`config.mk`:
```
export PLATFORM = sky130hd
export DESIGN_NAME = ps2_kbd_tx
export DESIGN_NICKNAME = d
export VERILOG_FILES = /design/src/rtl/ps2_pkg.sv /design/src/rtl/ps2_tx_fifo.sv /design/src/rtl/ps2_kbd_tx.sv
export SDC_FILE = /design/constraint.sdc
export NUM_CORES = 1
export LEC_CHECK = 0
export CORE_UTILIZATION = 40
export DETAILED_ROUTE_END_ITERATION = 10
export SKIP_CTS_REPAIR_TIMING = 1
export SKIP_LAST_GASP = 1
export SYNTH_ARGS = -nofsm -noshare
export SYNTH_HDL_FRONTEND = slang
export SYNTH_SLANG_ARGS = --single-unit
```
`constraint.sdc`:
```
create_clock -name clock -period 5.7 [get_ports clock]
set_input_delay 0.57 -clock clock [delete_from_list [all_inputs] [get_ports clock]]
set_output_delay 0.57 -clock clock [all_outputs]
set_load 0.01 [all_outputs]
```
`src/rtl/ps2_pkg.sv`:
```
// Shared definitions for the PS/2 keyboard transmitter: frame size,
// FSM state encoding and the odd-parity helper.
package ps2_pkg;

    localparam int FRAME_BITS = 11;

    typedef enum logic [2:0] {
        ST_IDLE = 3'd0,
        ST_LOAD = 3'd1,
        ST_HIGH = 3'd2,
        ST_LOW  = 3'd3,
        ST_GAP  = 3'd4
    } ps2_state_t;

    // Parity bit that makes the total count of ones (data + parity) odd.
    function automatic logic odd_parity(input logic [7:0] data);
        return ~(^data);
    endfunction

endpackage

```
`src/rtl/ps2_tx_fifo.sv`:
```
// Byte FIFO feeding the PS/2 transmitter; head is peekable and only
// leaves the queue on an explicit pop.
module ps2_tx_fifo #(
    parameter int DEPTH = 8
) (
    input  logic                     clock,
    input  logic                     power,
    input  logic                     i_push,
    input  logic [7:0]               i_data,
    input  logic                     i_pop,
    output logic [7:0]               o_peek,
    output logic [$clog2(DEPTH):0]   o_count,
    output logic [$clog2(DEPTH):0]   o_count_nxt,
    output logic                     o_ready
);

    localparam int AW = $clog2(DEPTH);
    localparam logic [AW:0] FULL_C = (AW+1)'(DEPTH);
    localparam logic [AW:0] ZERO_C = (AW+1)'(0);
    localparam logic [AW:0] ONE_C  = (AW+1)'(1);

    logic [7:0]    r_mem [DEPTH];
    logic [AW-1:0] r_wr_ptr;
    logic [AW-1:0] r_rd_ptr;
    logic [AW:0]   r_count;
    logic          r_ready;
    logic          w_push;
    logic          w_pop;
    logic [AW:0]   w_count_nxt;

    // Qualify requests against occupancy and compute the post-edge count.
    always_comb begin
        w_push = i_push && (r_count != FULL_C);
        w_pop  = i_pop && (r_count != ZERO_C);
        case ({w_push, w_pop})
            2'b10:   w_count_nxt = r_count + ONE_C;
            2'b01:   w_count_nxt = r_count - ONE_C;
            default: w_count_nxt = r_count;
        endcase
    end

    // Storage array; contents need no reset because the pointers define validity.
    always_ff @(posedge clock) begin
        if (w_push) begin
            r_mem[r_wr_ptr] <= i_data;
        end
    end

    // Pointers, occupancy and the registered ready flag.
    always_ff @(posedge clock or negedge power) begin
        if (!power) begin
            r_wr_ptr <= {AW{1'b0}};
            r_rd_ptr <= {AW{1'b0}};
            r_count  <= ZERO_C;
            r_ready  <= 1'b0;
        end else begin
            if (w_push) begin
                r_wr_ptr <= r_wr_ptr + AW'(1);
            end
            if (w_pop) begin
                r_rd_ptr <= r_rd_ptr + AW'(1);
            end
            r_count <= w_count_nxt;
            r_ready <= (w_count_nxt < FULL_C);
        end
    end

    assign o_peek      = r_mem[r_rd_ptr];
    assign o_count     = r_count;
    assign o_count_nxt = w_count_nxt;
    assign o_ready     = r_ready;

endmodule

```
`src/rtl/ps2_kbd_tx.sv`:
```
// Device-side PS/2 keyboard transmitter: FIFO-fed 11-bit frames with an
// inter-frame gap. Define PS2_TX_INHIBIT_EN to honour host clock inhibit.
module ps2_kbd_tx
    import ps2_pkg::*;
#(
    parameter int CLK_DIV = 2500,
    parameter int GAP     = 10000,
    parameter int DEPTH   = 8
) (
    input  logic       clock,
    input  logic       power,
    input  logic [7:0] in_data,
    input  logic       in_valid,
    output logic       in_ready,
    input  logic       ps2_clk_in,
    output logic       ps2_clk,
    output logic       ps2_dat,
    output logic       busy
);

    localparam int TMAX  = (GAP > CLK_DIV) ? GAP : CLK_DIV;
    localparam int CW    = $clog2(TMAX + 1);
    localparam int CNT_W = $clog2(DEPTH) + 1;
    localparam logic [3:0] LAST_IDX = 4'(FRAME_BITS - 1);

    ps2_state_t       r_state;
    ps2_state_t       w_state_nxt;
    logic [CW-1:0]    r_tmr;
    logic [CW-1:0]    w_tmr_nxt;
    logic [3:0]       r_idx;
    logic [3:0]       w_idx_nxt;
    logic [3:0]       w_idx_inc;
    logic [10:0]      r_shift;
    logic [10:0]      w_shift_nxt;
    logic             r_clk;
    logic             r_dat;
    logic             r_busy;
    logic             w_clk_nxt;
    logic             w_dat_nxt;
    logic             w_pop;
    logic             w_push;
    logic             w_ready;
    logic [7:0]       w_head;
    logic [CNT_W-1:0] w_count;
    logic [CNT_W-1:0] w_count_nxt;
    logic             w_div_done;
    logic             w_gap_done;
    logic             w_abort;
    logic             w_start_ok;

    assign w_push     = in_valid && w_ready;
    assign w_div_done = (r_tmr == CW'(CLK_DIV - 1));
    assign w_gap_done = (r_tmr == CW'(GAP - 1));
    assign w_idx_inc  = r_idx + 4'd1;

    ps2_tx_fifo #(
        .DEPTH (DEPTH)
    ) u_fifo (
        .clock       (clock),
        .power       (power),
        .i_push      (w_push),
        .i_data      (in_data),
        .i_pop       (w_pop),
        .o_peek      (w_head),
        .o_count     (w_count),
        .o_count_nxt (w_count_nxt),
        .o_ready     (w_ready)
    );

`ifdef PS2_TX_INHIBIT_EN
    logic r_sync1;
    logic r_sync_clk;
    logic r_inh_prev;
    logic w_inh_low;

    // The first two HIGH cycles after LOW still see our own low clock through the synchronizer.
    assign w_inh_low  = (r_state == ST_HIGH) && (r_idx <= 4'd9) && (r_tmr >= CW'(2)) && !r_sync_clk;
    assign w_abort    = w_inh_low && r_inh_prev;
    assign w_start_ok = r_sync_clk;

    // Two-flop synchronizer for the sensed clock line plus the one-cycle inhibit history.
    always_ff @(posedge clock or negedge power) begin
        if (!power) begin
            r_sync1    <= 1'b1;
            r_sync_clk <= 1'b1;
            r_inh_prev <= 1'b0;
        end else begin
            r_sync1    <= ps2_clk_in;
            r_sync_clk <= r_sync1;
            r_inh_prev <= w_inh_low;
        end
    end
`else
    logic w_unused_clk_in;

    assign w_unused_clk_in = ps2_clk_in;
    assign w_abort         = 1'b0;
    assign w_start_ok      = 1'b1;
`endif

    // State register.
    always_ff @(posedge clock or negedge power) begin
        if (!power) begin
            r_state <= ST_IDLE;
        end else begin
            r_state <= w_state_nxt;
        end
    end

    // Next-state logic.
    always_comb begin
        w_state_nxt = r_state;
        case (r_state)
            ST_IDLE: begin
                if ((w_count != CNT_W'(0)) && w_start_ok) begin
                    w_state_nxt = ST_LOAD;
                end else begin
                    w_state_nxt = ST_IDLE;
                end
            end
            ST_LOAD: w_state_nxt = ST_HIGH;
            ST_HIGH: begin
                if (w_abort) begin
                    w_state_nxt = ST_GAP;
                end else if (w_div_done) begin
                    w_state_nxt = ST_LOW;
                end else begin
                    w_state_nxt = ST_HIGH;
                end
            end
            ST_LOW: begin
                if (!w_div_done) begin
                    w_state_nxt = ST_LOW;
                end else if (r_idx < LAST_IDX) begin
                    w_state_nxt = ST_HIGH;
                end else begin
                    w_state_nxt = ST_GAP;
                end
            end
            ST_GAP: begin
                if (w_gap_done) begin
                    w_state_nxt = ST_IDLE;
                end else begin
                    w_state_nxt = ST_GAP;
                end
            end
            default: w_state_nxt = ST_IDLE;
        endcase
    end

    // Output/datapath next values; the head is popped only once the stop bit completes.
    always_comb begin
        w_clk_nxt   = 1'b1;
        w_dat_nxt   = 1'b1;
        w_tmr_nxt   = {CW{1'b0}};
        w_idx_nxt   = r_idx;
        w_shift_nxt = r_shift;
        w_pop       = 1'b0;
        case (r_state)
            ST_IDLE: w_idx_nxt = 4'd0;
            ST_LOAD: begin
                w_shift_nxt = {1'b1, odd_parity(w_head), w_head, 1'b0};
                w_dat_nxt   = 1'b0;
                w_idx_nxt   = 4'd0;
            end
            ST_HIGH: begin
                if (w_abort) begin
                    w_idx_nxt = 4'd0;
                end else if (w_div_done) begin
                    w_clk_nxt = 1'b0;
                    w_dat_nxt = r_dat;
                end else begin
                    w_dat_nxt = r_dat;
                    w_tmr_nxt = r_tmr + CW'(1);
                end
            end
            ST_LOW: begin
                if (!w_div_done) begin
                    w_clk_nxt = 1'b0;
                    w_dat_nxt = r_dat;
                    w_tmr_nxt = r_tmr + CW'(1);
                end else if (r_idx < LAST_IDX) begin
                    w_idx_nxt = w_idx_inc;
                    w_dat_nxt = r_shift[w_idx_inc];
                end else begin
                    w_pop     = 1'b1;
                    w_idx_nxt = 4'd0;
                end
            end
            ST_GAP: begin
                if (w_gap_done) begin
                    w_tmr_nxt = {CW{1'b0}};
                end else begin
                    w_tmr_nxt = r_tmr + CW'(1);
                end
            end
            default: w_idx_nxt = 4'd0;
        endcase
    end

    // Registered line drivers, counters and busy flag.
    always_ff @(posedge clock or negedge power) begin
        if (!power) begin
            r_clk   <= 1'b1;
            r_dat   <= 1'b1;
            r_tmr   <= {CW{1'b0}};
            r_idx   <= 4'd0;
            r_shift <= 11'h7FF;
            r_busy  <= 1'b0;
        end else begin
            r_clk   <= w_clk_nxt;
            r_dat   <= w_dat_nxt;
            r_tmr   <= w_tmr_nxt;
            r_idx   <= w_idx_nxt;
            r_shift <= w_shift_nxt;
            r_busy  <= (w_state_nxt != ST_IDLE) || (w_count_nxt != CNT_W'(0));
        end
    end

    assign ps2_clk  = r_clk;
    assign ps2_dat  = r_dat;
    assign busy     = r_busy;
    assign in_ready = w_ready;

endmodule

```
Yosys cells after proc, flatten, opt, wreduce, memory -nomap -nowiden
Memories as Yosys holds them, arrays and structs flattened.
Index checks and enable logic that the tools add are counted.
{"block": "word_totals", "ff_bits": 45, "mem_bits_rw": 64, "inputBits": 12, "out_inout_bits": 4, "elab_cells": 73, "memories": 1}
{"block": "op_classes", "n_addsub": 6, "magnitude_cmp": 3, "n_eq_ne": 10, "muxes": 26, "bitwise_logic": 3, "n_reduce_logical": 13}
{"name": "u_fifo.r_mem", "words": 8, "width": 8, "read_ports": 1, "rd_clocked_by_memory_dff": 0, "write_ports": 1, "line_no": "ps2_tx_fifo.sv:22", "rtl": "logic [7:0] r_mem [DEPTH];"}
{"op": "$mux 14", "count": 2}
{"op": "$pmux 14 s2", "count": 1}
{"op": "$pmux 4 s2", "count": 2}
{"op": "$pmux 3 s5", "count": 1}
{"op": "$add 14x1->14 const B", "count": 1}
{"op": "$eq 14x12->1 const B", "count": 1}
{"op": "$eq 14x14->1 const B", "count": 1}
{"op": "$mux 1", "count": 12}
{"op": "$mux 3", "count": 3}
{"op": "$add 4x1->4 const B", "count": 2}
{"op": "$lt 4x4->1 const B", "count": 2}
{"op": "$mux 4", "count": 2}
{"op": "$reduce_bool 4->1", "count": 2}
{"op": "$reduce_xor 8->1", "count": 1}
{"op": "$add 3x1->3 const B", "count": 2}
{"op": "$eq 3x2->1 const B", "count": 2}
{"op": "$lt 4x5->1 const B", "count": 1}
{"op": "$bmux 1 s4", "count": 1}
{"op": "$ne 4x4->1 const B", "count": 1}
{"op": "$reduce_and 2->1", "count": 2}
{"op": "$reduce_or 2->1", "count": 2}
{"op": "$sub 4x1->4 const B", "count": 1}
{"op": "$eq 3x1->1 const B", "count": 1}
{"op": "$eq 3x3->1 const B", "count": 1}
{"op": "other kinds (10)", "count": 14}

Depth between registers and ports, before layout
{"block": "depth", "depth_word": 9, "ltp_mapped": 13, "depth_no_buf": 12}

Cells and area by module
From an unflattened synthesis, not the netlist that was laid out.
{"block": "hier_totals", "cells_unflattened": 331, "area_unflattened_um2": 4894.7}
{"mod": "ps2_tx_fifo", "instances": 1, "cells_per_inst": 157, "area_per_inst_um2": 3047.9, "seq_area_each_um2": 2197.1}
{"mod": "ps2_kbd_tx", "instances": 1, "cells_per_inst": 174, "area_per_inst_um2": 1846.8, "seq_area_each_um2": 865.8}

Worst setup path after synthesis
OpenSTA, ideal clock, no wires.
{"block": "synth_timing", "path_type": "register -> register", "start": "reg r_tmr[0]", "end": "reg r_busy, in the netlist busy", "t_arrival_ns": 2.645, "path_slack_ns": 2.924, "path_stages_with_launch": 13, "cell_sequence": "dfrtp_1 > ha_1 > nor4b_1 > nand4_1 > buf_2 > nor2_8 > nand2_1 > xnor2_1 > ha_1 > nor3b_1 > a21oi_1 > a2111o_1 > or3_1"}
{"block": "synth_via", "elab_chain_len": 8}
{"item": "start: declaration", "line_no": "ps2_kbd_tx.sv:28", "rtl": "logic [CW-1:0] r_tmr;"}
{"item": "start signal: assignment", "line_no": "ps2_kbd_tx.sv:206", "rtl": "r_tmr <= {CW{1'b0}};"}
{"item": "start signal: assignment", "line_no": "ps2_kbd_tx.sv:213", "rtl": "r_tmr <= w_tmr_nxt;"}
{"item": "$eq 14x12->1", "line_no": "ps2_kbd_tx.sv:52", "rtl": "assign w_div_done = (r_tmr == CW'(CLK_DIV - 1));"}
{"item": "$mux 1", "line_no": "ps2_kbd_tx.sv:178", "rtl": "if (!w_div_done) begin"}
{"item": "$mux 1", "line_no": "ps2_kbd_tx.sv:159", "rtl": "case (r_state)"}
{"item": "$logic_and 1x1->1", "line_no": "ps2_tx_fifo.sv:34", "rtl": "w_pop = i_pop && (r_count != ZERO_C);"}
{"item": "$eq 2x1->1 / $eq 2x2->1 (equally long branches)", "line_no": "ps2_tx_fifo.sv:35", "rtl": "case ({w_push, w_pop})"}
{"item": "$pmux 4 s2", "line_no": "ps2_tx_fifo.sv:35"}
{"item": "$reduce_bool 4->1", "line_no": "ps2_kbd_tx.sv:216", "rtl": "r_busy <= (w_state_nxt != ST_IDLE) || (w_count_nxt != CNT_W'(0));"}
{"item": "$logic_or 1x1->1 *", "line_no": "ps2_kbd_tx.sv:216"}
{"item": "end signal: assignment", "line_no": "ps2_kbd_tx.sv:216"}
{"item": "end: declaration", "line_no": "ps2_kbd_tx.sv:37", "rtl": "logic r_busy;"}
Every way passes the cells marked *; elsewhere a longest branch is shown, timed or not.
A chain may end at the register's enable or synchronous reset.

Worst setup path in the final report
Same ends and word-level chain as after synthesis.

==> results_dict.tcl <==
set metrics [dict create \
    cpMaxStageDelayCell "nand4_1" \
    die_x_um 112.5 \
    cpMostUsedCell "ha_1" \
    path_depth 11 \
    finalSetupViolCount 0 \
    period_needed_ns 3.565 \
    ys.flop_type "edfxtp_1" \
    fin_tns_setup_ns 0 \
    grt_pass1_vias 2770 \
    portBuffers 14 \
    p_per_area_mw_per_mm2 386.2 \
    critPathTopFamily "simple AND/OR/NAND/NOR gates" \
    crit_path_cell_trace "ha_1 > nor4b_1 > nand4_1 > nor2_8 > nand2_1 > xnor2_1 > ha_1 > nor3b_1 > a21oi_1 > a2111o_1 > or3_1" \
    num-nets-final 362 \
    fmax_mhz 280.5 \
    fin_crit_sh_pct 62.54 \
    hold_viol 0 \
    grt_pass1_wl_mm 14.01 \
    drt_first_pass_iters 4 \
    drv_slew 0 \
    vias 2677 \
    place.gp.congestion 0.7485 \
    synth_area_leaders "edfxtp_1 39%, dfrtp_1 17%, dfstp_2 6.5%, mux4_2 5.5%, xnor2_1 3.6%" \
    grt_overflow 0 \
    root_buffer "clkbuf_16" \
    cts_tree "yes" \
    yosys.area.top_type "edfxtp_1" \
    wl_per_cell_um 16.87 \
    clock_sinks 109 \
    clkLatencyLatePin_ns 0.35 \
    cp.required_ns 5.91 \
    r2r_slack_ns 2.14 \
    n_antenna_cell 0 \
    power.leakage_nw 1.942 \
    ys_ff_latch 109 \
    antenna_found_initial 0 \
    drv_cap 0 \
    maxSlewHeadroom_pct 29.65 \
    status "completed" \
    critPathBufInv 0 \
    hold_ws_ns 0.3877 \
    cts_made_buffers 9 \
    fp.coreArea_mm2 0.01166 \
    final_antenna_net_count 0 \
    hp-class "input port to async pin" \
    reg2reg_depth 11 \
    critPathMaxFanout 11 \
    synth_edf_count 64 \
    wl_mm 8.301 \
    async_reset_ff_share_pct 41.28 \
    h-tree-depth 3 \
    grt_usage_pct 14.69 \
    yosysWarnings 0 \
    initial_core_util_pct 41.87 \
    arrival_ns 3.77 \
    grt_max_degree 46 \
    vdd_drop_max_v 0.0002856 \
    drive_above_1_share_pct 16.33 \
    synth_cells 334 \
    utilization_pct 46.44 \
    ys_seq_area_share_pct 62.72 \
    clk_pin_slew_ns 0.07 \
    rsz0062_at_grt "no" \
    syn-num-nets 352 \
    critical-path-max-stage-delay_ns 0.64 \
    die-area_mm2 0.01265 \
    die_height_um 112.5 \
    vias_per_cell 5.441 \
    rows 39 \
    path_class "flip-flop to flip-flop" \
    ys_types 50 \
    clock_skew_ns 0.007999 \
    tightest_slew_ns 1.055 \
    netlist_area_mm2 0.004883 \
    drt_iter0_drc 96 \
    hpwl_mm 5.217 \
    crit_path_end_kind "flip-flop" \
    crit_path_start_kind "flip-flop" \
    yosysTopAreaCellShare_pct 39.35 \
    drc 0 \
    clk_path_buf_depth 2 \
    synth_area_per_cell_um2 14.62 \
    area_growth_pct 10.91 \
    pin_count 16 \
]
## final timing paths
check / startpoint / end
max: r_tmr[0]$_DFF_PN0_ / busy$_DFF_PN0_
min: power / r_tmr[2]$_DFF_PN0_
max reg2reg: r_tmr[0]$_DFF_PN0_ / busy$_DFF_PN0_
min reg2reg: r_tmr[0]$_DFF_PN0_ / r_tmr[0]$_DFF_PN0_
max in group asynchronous: power / r_idx[3]$_DFFE_PN0P_
min in group clock: r_tmr[0]$_DFF_PN0_ / r_tmr[0]$_DFF_PN0_
## cell usage in the layout, fill, tap and decap left out, types with 5 or more instances in the layout
cell type / instances
edfxtp_1: 64
nor2_1: 34
nand3_1: 10
dfrtp_1: 33
a21oi_1: 16
xnor2_1: 20
dfstp_2: 12
ha_1: 6
nor3_1: 5
mux2i_1: 9
mux4_2: 12
nor2b_1: 5
xor2_1: 12
clkdlybuf4s50_1: 13
mux4_1: 6
and3_1: 5
nand2_1: 17
clkbuf_16: 9
## state kept, by name (all words and copies together), names as in the netlist
name and count:
r_shift 10, u_fifo.o_count 4, u_fifo.r_rd_ptr 3, busy 1, r_tmr 14, ps2_dat 1
ps2_clk 1, r_state 3, u_fifo.r_mem 64, u_fifo.o_ready 1, r_idx 4, u_fifo.r_wr_ptr 3
## Yosys cell counts, types with 2 or more instances
library cell and count:
a211oi_1 2, a21o_1 2, a21oi_1 16, and3_1 5, buf_2 2, buf_4 4
clkbuf_1 7, dfrtp_1 33, dfstp_2 12, edfxtp_1 64, ha_1 6, inv_2 2
mux2_1 2, mux2_2 2, mux2i_1 9, mux2i_2 2, mux2i_4 2, mux4_1 6
mux4_2 12, nand2_1 17, nand2b_1 4, nand3_1 10, nand4_1 4, nor2_1 34
nor2b_1 5, nor3_1 9, nor3b_1 2, nor4_1 3, nor4b_1 2, o21ai_0 4
xnor2_1 20, xor2_1 12
## stage by stage
step | instances | cell area [µm²] | total power [mW] | setup slack, ns
after detailed placement | 476 | 5135 | 1.522 | 2.131
after global routing | 492 | 5416 | 2.207 | 1.877
final | 492 | 5416 | 2.092 | 2.135
after floorplan | 334 | 4883 | 1.393 | 2.924
after global placement | 476 | 5135 | 1.504 | 2.120
after CTS | 492 | 5416 | 2.120 | 2.099
## area by class of cell
type                       count  area, µm²
clock buffer                   9      225.2
clock inverter                 7      56.30
fill                         998       6246
inverter                       3      11.26
multi-input combinational    206       1739
sequential                   109       3063
tap                          143      178.9
timing repair buffer          15      142.6
## report_power, final
| part | total (mW) | switching [mW] | internal [mW] |
|---|---|---|---|
| Combinational | 0.376 | 0.193 | 0.183 |
| Clock | 0.591 | 0.288 | 0.303 |
| Sequential | 1.13 | 0.126 | 0.999 |
## cell families (layout without fill, tap and decap cells)
| kind of cell | Yosys count | after routing | synth area share (%) |
|---|---|---|---|
| AO/OA/AOI/OAI | 34 | 34 | 4.484 |
| XOR/XNOR | 32 | 32 | 5.739 |
| adder cells (fa/ha/maj) | 6 | 6 | 1.537 |
| buffers and inverters | 19 | 34 | 2.306 |
| flip-flops | 109 | 109 | 62.72 |
| multiplexers | 35 | 35 | 13.02 |
| AND/OR/NAND/NOR | 99 | 99 | 10.20 |
## metal layers
layer	GRT usage (%)	part of all wire, %	vias up
li1	-	-	1261
met1	18.06	45	1359
met2	24.31	49	42
met3	3.942	3.1	15
met4	6.756	2.5	0
met5	0	0	-
No activity file was read; power rests on OpenSTA's default activity.
